<file path="src/rtl/quad_decoder_counter_pkg.sv">
// Shared AB phase codes, decode result encoding and the quadrature decode function.
// Latency: none (constants and combinational helper only).
// Backpressure: not applicable.
package quad_decoder_counter_pkg;

  // {A,B} phase codes
  localparam logic [1:0] AB_00 = 2'b00;
  localparam logic [1:0] AB_01 = 2'b01;
  localparam logic [1:0] AB_10 = 2'b10;
  localparam logic [1:0] AB_11 = 2'b11;

  typedef enum logic [1:0] {
    DEC_NONE = 2'd0,
    DEC_UP   = 2'd1,
    DEC_DN   = 2'd2,
    DEC_ERR  = 2'd3
  } dec_e;

  // Classify a transition between two accepted AB values.
  // A leading B counts up, B leading A counts down, both bits flipping is illegal.
  function automatic dec_e quad_decode(input logic [1:0] from_ab, input logic [1:0] to_ab);
    dec_e res;
    case ({from_ab, to_ab})
      {AB_00, AB_10}, {AB_10, AB_11}, {AB_11, AB_01}, {AB_01, AB_00}: res = DEC_UP;
      {AB_00, AB_01}, {AB_01, AB_11}, {AB_11, AB_10}, {AB_10, AB_00}: res = DEC_DN;
      default: res = ((from_ab ^ to_ab) == 2'b11) ? DEC_ERR : DEC_NONE;
    endcase
    return res;
  endfunction

endpackage

</file>
<file path="src/rtl/quad_decoder_counter_phase_filter.sv">
// Synchronises the 2-bit AB bus and accepts a new value once it has been stable long enough.
// Latency: SYNC_STAGES flops, then FILT_CYCLES cycles of stability before accept_o fires.
// Backpressure: none; accept_o is a single-cycle strobe that is never stalled.
module quad_phase_filter #(
  parameter int SYNC_STAGES = 2,
  parameter int FILT_CYCLES = 4
) (
  input  logic       clk,
  input  logic       rst,
  input  logic [1:0] ab_i,      // raw {A,B}, asynchronous to clk
  output logic [1:0] ab_q_o,    // last accepted value (before this cycle's accept)
  output logic [1:0] ab_s_o,    // synchronised value
  output logic       accept_o   // ab_s_o is accepted this cycle
);

  localparam int CW = $clog2(FILT_CYCLES + 1);
  localparam logic [CW-1:0] FILT_MAX = CW'(FILT_CYCLES);

  logic [SYNC_STAGES-1:0][1:0] sync_q;
  logic [1:0]                  ab_s;
  logic [1:0]                  ab_p_q;   // ab_s one cycle ago, detects a change
  logic [1:0]                  ab_q, ab_q_d;
  logic [CW-1:0]               cnt_q, cnt_d;
  logic                        accept;

  assign ab_s = sync_q[SYNC_STAGES-1];

  // Stability counter: restart on any change, accept once it has counted FILT_CYCLES.
  always_comb begin
    cnt_d  = cnt_q;
    ab_q_d = ab_q;
    accept = 1'b0;
    if (ab_s == ab_q) begin
      cnt_d = '0;
    end else if (ab_s != ab_p_q) begin
      cnt_d = CW'(1);
    end else if (cnt_q == FILT_MAX) begin
      accept = 1'b1;
      ab_q_d = ab_s;
      cnt_d  = '0;
    end else begin
      cnt_d = cnt_q + CW'(1);
    end
  end

  // Synchroniser chain and filter state.
  always_ff @(posedge clk or posedge rst) begin
    if (rst) begin
      sync_q <= '0;
      ab_p_q <= 2'b00;
      ab_q   <= 2'b00;
      cnt_q  <= '0;
    end else begin
      sync_q <= {sync_q[SYNC_STAGES-2:0], ab_i};
      ab_p_q <= ab_s;
      ab_q   <= ab_q_d;
      cnt_q  <= cnt_d;
    end
  end

  assign ab_q_o   = ab_q;
  assign ab_s_o   = ab_s;
  assign accept_o = accept;

endmodule

</file>
<file path="src/rtl/quad_decoder_counter.sv">
// Quadrature decoder driving a loadable wrapping position counter, with a sticky illegal-jump flag.
// Latency: stable phase edge to count/step update is SYNC_STAGES+FILT_CYCLES+1 clk.
// Backpressure: none; steps are applied immediately, load overrides a coincident step.
module quad_decoder_counter
  import quad_decoder_counter_pkg::*;
#(
  parameter int WIDTH       = 8,
  parameter int SYNC_STAGES = 2,
  parameter int FILT_CYCLES = 4
) (
  input  logic             clk,
  input  logic             rst,
  input  logic             phase_a,
  input  logic             phase_b,
  input  logic             load,
  input  logic [WIDTH-1:0] data,
  input  logic             clr_err,
  output logic [WIDTH-1:0] count,
  output logic             dir,
  output logic             step,
  output logic             err
);

  logic [1:0]       ab_q, ab_s;
  logic             accept;
  dec_e             dec;
  logic             init_q, init_d;
  logic [WIDTH-1:0] count_q, count_d;
  logic             dir_q, dir_d;
  logic             step_q, step_d;
  logic             err_q, err_d;

  quad_phase_filter #(
    .SYNC_STAGES(SYNC_STAGES),
    .FILT_CYCLES(FILT_CYCLES)
  ) u_filter (
    .clk     (clk),
    .rst     (rst),
    .ab_i    ({phase_a, phase_b}),
    .ab_q_o  (ab_q),
    .ab_s_o  (ab_s),
    .accept_o(accept)
  );

  assign dec = quad_decode(ab_q, ab_s);

  // Decode the accepted transition and work out the next counter / flag values.
  always_comb begin
    init_d  = init_q;
    step_d  = 1'b0;
    dir_d   = dir_q;
    err_d   = err_q & ~clr_err;
    count_d = count_q;
    if (accept) begin
      if (init_q) begin
        // First accept after reset only establishes the reference phase.
        init_d = 1'b0;
      end else begin
        case (dec)
          DEC_UP:  begin step_d = 1'b1; dir_d = 1'b1; end
          DEC_DN:  begin step_d = 1'b1; dir_d = 1'b0; end
          DEC_ERR: err_d = 1'b1;   // set beats a same-cycle clr_err
          default: ;
        endcase
      end
    end
    if (load) begin
      count_d = data;   // a coincident step is still reported on step/dir
    end else if (step_d && dir_d) begin
      count_d = count_q + WIDTH'(1);
    end else if (step_d) begin
      count_d = count_q - WIDTH'(1);
    end
  end

  // Output and init registers.
  always_ff @(posedge clk or posedge rst) begin
    if (rst) begin
      init_q  <= 1'b1;
      count_q <= '0;
      dir_q   <= 1'b0;
      step_q  <= 1'b0;
      err_q   <= 1'b0;
    end else begin
      init_q  <= init_d;
      count_q <= count_d;
      dir_q   <= dir_d;
      step_q  <= step_d;
      err_q   <= err_d;
    end
  end

  assign count = count_q;
  assign dir   = dir_q;
  assign step  = step_q;
  assign err   = err_q;

endmodule
</file>
<file path="config.mk">
export PLATFORM = sky130hd
export DESIGN_NAME = quad_decoder_counter
export DESIGN_NICKNAME = d
export VERILOG_FILES = /design/src/rtl/quad_decoder_counter_pkg.sv /design/src/rtl/quad_decoder_counter_phase_filter.sv /design/src/rtl/quad_decoder_counter.sv
export SDC_FILE = /design/constraint.sdc
export NUM_CORES = 1
export LEC_CHECK = 0
export BUFFER_PORTS_ARGS = -buffer_cell sky130_fd_sc_hd__buf_2
export CAP_MARGIN = 10
export CORE_MARGIN = 1.5
export CORE_UTILIZATION = 57
export CTS_BUF_LIST = sky130_fd_sc_hd__clkbuf_8
export CTS_CLUSTER_SIZE = 14
export DETAILED_ROUTE_END_ITERATION = 10
export GPL_ROUTABILITY_DRIVEN = 0
export PLACE_DENSITY = 0.79
export SLEW_MARGIN = 5
export SYNTH_ARGS = -nofsm -noshare
export SYNTH_HDL_FRONTEND = slang
export SYNTH_SLANG_ARGS = --single-unit
</file>
<file path="constraint.sdc">
create_clock -name clk -period 3.94 [get_ports clk]
set_input_delay 0.788 -clock clk [delete_from_list [all_inputs] [get_ports clk]]
set_output_delay 0.788 -clock clk [all_outputs]
set_load 0.02 [all_outputs]
</file>
**After elaboration in Yosys (flattened, before gate mapping)**

Index checks and enable logic that the tools add are counted.
Widths: inputs -> output; s select.

- Flip-flop bits (word level): 23
- Bits of input ports: 14
- Output and inout port bits: 11
- Logic and storage cells: 59

- Add/subtract/negate cells: 3
- Eq/ne operators: 15
- Mux-type cells: 20
- Bitwise operators: 5
- Reductions and logical operators: 6

Operators by type and width:

| cell | number |
|---|---|
| $mux 8 | 3 |
| $eq 4x4->1 const B | 4 |
| $mux 1 | 11 |
| $mux 3 | 3 |
| $add 8x1->8 const B | 1 |
| $eq 4x3->1 const B | 2 |
| $reduce_or 4->1 | 2 |
| $sub 8x1->8 const B | 1 |
| $eq 2x2->1 const B | 3 |
| $eq 4x1->1 const B | 1 |
| $eq 4x2->1 const B | 1 |
| $pmux 2 s2 | 1 |
| $add 3x1->3 const B | 1 |
| $eq 3x3->1 const B | 1 |
| $not 1->1 | 3 |
| $reduce_and 3->1 | 1 |
| $reduce_bool 3->1 | 1 |
| $eq 2x1->1 const B | 1 |
| $eq 2x2->1 | 1 |
| $mux 2 | 1 |
| $ne 2x2->1 | 1 |
| $pmux 1 s2 | 1 |
| $reduce_or 2->1 | 1 |
| $xor 2x2->2 | 1 |
| other kinds (2) | 2 |

**Depth between registers and ports, before layout**

- Depth in word-level cells: 12
- Mapped depth: 15
- Depth with buffers taken out: 14

**By module**

A second synthesis with hierarchy kept.

- Cell total of the unflattened synthesis: 140
- Area, all modules: 1,393.8 sq um

Modules (own cells, without submodules):

| module | times used | cells an instance | area an instance (sq um) |
|---|---|---|---|
| quad_decoder_counter | 1 | 105 | 918.4 |
| quad_phase_filter | 1 | 35 | 475.5 |

**Least setup slack after synthesis**

OpenSTA, ideal clock, no wires.

- Path type: register to register
- Start: register u_filter.sync_q, in the netlist u_filter.ab_s_o[1]
- End: register count_q[6] (netlist: count[6])
- Arrival: 3,457 ps
- Data required time: 3,806 ps
- Slack: 349 ps
- Cell stages (with the launch flop): 15
- Path buffers: 1
- Clock period less this slack: 3,591 ps
- Path through: dfrtp_1 > clkbuf_1 > o21ai_0 > o21ai_0 > ha_1 > nand4bb_1 > a2111o_1 > inv_1 > nand2_1 > fa_1 > a21o_1 > a311o_1 > a21oi_1 > xor2_1 > o31ai_1

- Word-level cells in the longest chain between the ends: 12

Ends and longest elaborated chain:

| what | RTL line | text |
|---|---|---|
| start, declared | quad_decoder_counter_phase_filter.sv:19 | `logic [SYNC_STAGES-1:0][1:0] sync_q;` |
| start signal, assigned | quad_decoder_counter_phase_filter.sv:54 | `sync_q <= {sync_q[SYNC_STAGES-2:0], ab_i};` |
| $xor 2x2->2 | quad_decoder_counter_pkg.sv:26 | `default: res = ((from_ab ^ to_ab) == 2'b11) ? DEC_ERR : DEC_NONE;` |
| $eq 2x2->1 | quad_decoder_counter_pkg.sv:26 |  |
| $mux 2 | quad_decoder_counter_pkg.sv:26 |  |
| $pmux 2 s2 | quad_decoder_counter_pkg.sv:23 | `case ({from_ab, to_ab})` |
| $eq 2x2->1 or $eq 2x1->1 (tied branches) | quad_decoder_counter.sv:59 | `case (dec)` |
| $reduce_or 2->1 (no source line) | n/a |  |
| $mux 1 | quad_decoder_counter.sv:59 |  |
| $mux 1 | quad_decoder_counter.sv:55 | `if (init_q) begin` |
| $mux 1 (*) | quad_decoder_counter.sv:54 | `if (accept) begin` |
| via step_d | quad_decoder_counter.sv:30 | `logic step_q, step_d;` |
| $logic_and 1x1->1 | quad_decoder_counter.sv:69 | `end else if (step_d && dir_d) begin` |
| $mux 8 | quad_decoder_counter.sv:69 |  |
| $mux 8 | quad_decoder_counter.sv:67 | `if (load) begin` |
| end signal, assigned | quad_decoder_counter.sv:86 | `count_q <= count_d;` |
| end, declared | quad_decoder_counter.sv:28 | `logic [WIDTH-1:0] count_q, count_d;` |

Mark *: on every way through the listed nets, which the timed path passes. The rest lies on a longest branch.
A chain may end at the register's enable or synchronous reset.

**Worst setup path after layout**

Ends and elaborated chain as after synthesis.

==> out/metrics.yaml <==
logic_synthesis:
  synth_seq_cells: 23
  syn_area_um2: 1391
  synth_edf_count: 0
  yosysSeqAreaShare_pct: 41.46
  synth_cells: 137
  ys_async_sr_fraction_pct: 100.0
  synthFlopType: "dfrtp_1"
  yosys_warnings: 0
  avgSynthCellArea_um2: 10.16
  syn_nets: 163
  yosysUniqueCellTypes: 42
route:
  wl_met3_um: 101
  drc_errors: 0
  wirelength_um: 2675
  drt-met1-wl_um: 1249
  post_drt_wl_per_cell_um: 14.30
  final_antenna_net_count: 0
  drt-pass1-iter-count: 4
  wl_met2_um: 1311
  num_vias: 1053
  drt_iter0_drc: 17
  routed_via_density: 5.631
  top_layer: "met4"
critical_path:
  path_buf_inv: 1
  critPathKind: "reg -> reg"
  required_ps: 4080
  slowest_stage: "dfrtp_1"
  cp.arrival_ps: 3810
  slowest_delay_ps: 520
  crit_path_start_kind: "flip-flop"
  end_kind: "flip-flop"
  cp_max_fo: 10
  path_cells: "nand2b_1, nand3_1, o21a_1, ha_1, nand4bb_1, a2111o_1, inv_1, nand2_2, fa_1, a21o_1, a311o_1, a21oi_1, xor2_1, o31ai_1"
  r2r_setup_slack_ps: 270
  cp_top_family: "compound AO/OA/AOI/OAI gates"
sta:
  finalMaxSlewViolations: 0
  rsz0062_at_grt: "false"
  hold_viol_final: 0
  worst-slew-pin-transition_ps: 860.3
  holdWs_ps: 358.2
  fin_tns_setup_ps: 0
  max_freq_mhz: 272.6
  fin_crit_ps: 3668
  fin_worst_skew_ps: 1.237
  setup_violations: 0
  fin_crit_sh_pct: 93.11
  relSlewSlack_pct: 42.58
final_layout:
  multi_input_area_um2: 752.0
  seq_area_um2: 576.8
  drive_gt1_share_pct: 23.27
  utilization_pct: 69.48
  final_cell_mix: "24 x buf_2, 22 x dfrtp_1, 12 x nand2_1"
  nets: 186
  postLayoutCellArea_um2: 1567
  diodes: 0
  layout_commonest_cell: "buf_2"
  area_growth_pct: 12.59
  fill_cells: 186
power_and_ir_drop:
  p_total_uw: 541.7
  irDropWorstVdd_mv: 0.2877
  p_leak_nw: 0.7282
  power_density_nw_per_um2: 345.8
floorplanning:
  die_h_um: 52.41
  die_w_um: 52.41
  start_util_pct: 61.71
  num_rows: 17
  core_um2: 2255
  fp.dieArea_um2: 2746
  ioPinCount: 25
global_route:
  overflow: 0
  grt_pass1_wl_um: 4498
  grt_pass1_vias: 1040
  antenna_found_initial: 0
  grt_util_all_layers_pct: 22.33
  grt_max_degree: 24
place:
  hpwlAfterDp_um: 2039
  dpl_cell_area_um2: 1515
  io_buffers: 24
clock_tree:
  cts.clk_slew.worst_paths_ps: 90
  cts_root_buf: "clkbuf_8"
  clockBufferDepth: 2
  clock_sinks: 23
  hold_buffers: 0
  cts-htree-levels: 1
  cts-buffers-inserted: 3
  cts_tree: "built"
  clkLatencyLatePin_ps: 260
run_status:
  run_status: "finished, final reports clean"
min_path:
  hp-class: "reg -> reg"
job:
  maxCapViolCount: 0
==> per-stage QoR <==
| step | worst slack (ps) | cells |
|---|---|---|
| floorplan | 349.0 | 137 |
| global placement | 307.9 | 183 |
| detailed placement | 172.2 | 183 |
| CTS | 156.7 | 187 |
| global route | 29.47 | 187 |
| finish | 271.7 | 187 |
==> cell type report <==
type	instances	share of cell area, %
clock buffer	3	2.636
clock inverter	1	0.4792
inverter	7	1.677
multi-input combinational	100	48.00
sequential	23	36.82
tap	28	2.236
timing repair buffer	25	8.147
==> logic make-up (layout without fill, tap and decap cells) <==
group	count (synthesis)	after routing	share of synthesized area, %
flops	23	23	41.46
fa+ha+maj	12	12	11.33
buf+inv	14	36	4.676
simple gates	38	38	14.93
mux	7	7	5.216
xor+xnor	12	12	7.554
compound gates	31	31	14.84
==> final timing paths <==
path	endpoint	from	cells past startpoint
setup / recovery	count[6]	u_filter.ab_s_o[1]	14
hold / removal	u_filter.ab_s_o[1]	u_filter.sync_q[1]	0
setup reg to reg	count[6]	u_filter.ab_s_o[1]	14
hold reg to reg	u_filter.ab_s_o[1]	u_filter.sync_q[1]	0
max in group asynchronous	step	rst	2
min in group asynchronous	u_filter.ab_q_o[0]	rst	2
==> repair_timing <==
| item | in CTS | in global routing |
|---|---|---|
| setup endpoints to repair | 0 | 3 |
| resized for setup | 0 | 2 |
| setup buffers | 0 | 0 |
==> sequential cells by signal (all words and copies together), names as in the netlist <==
signal,cells
count,8
u_filter.ab_s_o,2
err,1
u_filter.ab_p_q,2
dir,1
step,1
init_q,1
u_filter.cnt_q,3
u_filter.ab_q_o,2
u_filter.sync_q,2
==> per-layer routing <==
metal,up-vias,track usage (%)
met5,-,0
met4,0,6.838
met3,2,2.571
met2,27,38.13
met1,498,29.52
li1,526,-
==> Yosys cell counts, types with 4 or more instances <==
cell type,number,area (um2)
inv_1,7,26.28
nor2_1,4,15.01
o21ai_0,7,35.03
mux2i_1,5,50.05
xor2_1,6,52.55
clkbuf_1,4,15.01
a21oi_1,11,55.05
nand3_1,4,20.02
dfrtp_1,22,550.5
xnor2_1,6,52.55
nand2_1,13,48.80
ha_1,11,137.6
==> report_power, final <==
group	switching (mW)	internal [mW]
Sequential	0.0172	0.251
Clock	0.0811	0.0715
Combinational	0.0684	0.0527
Power figures use the tool's default switching activity.
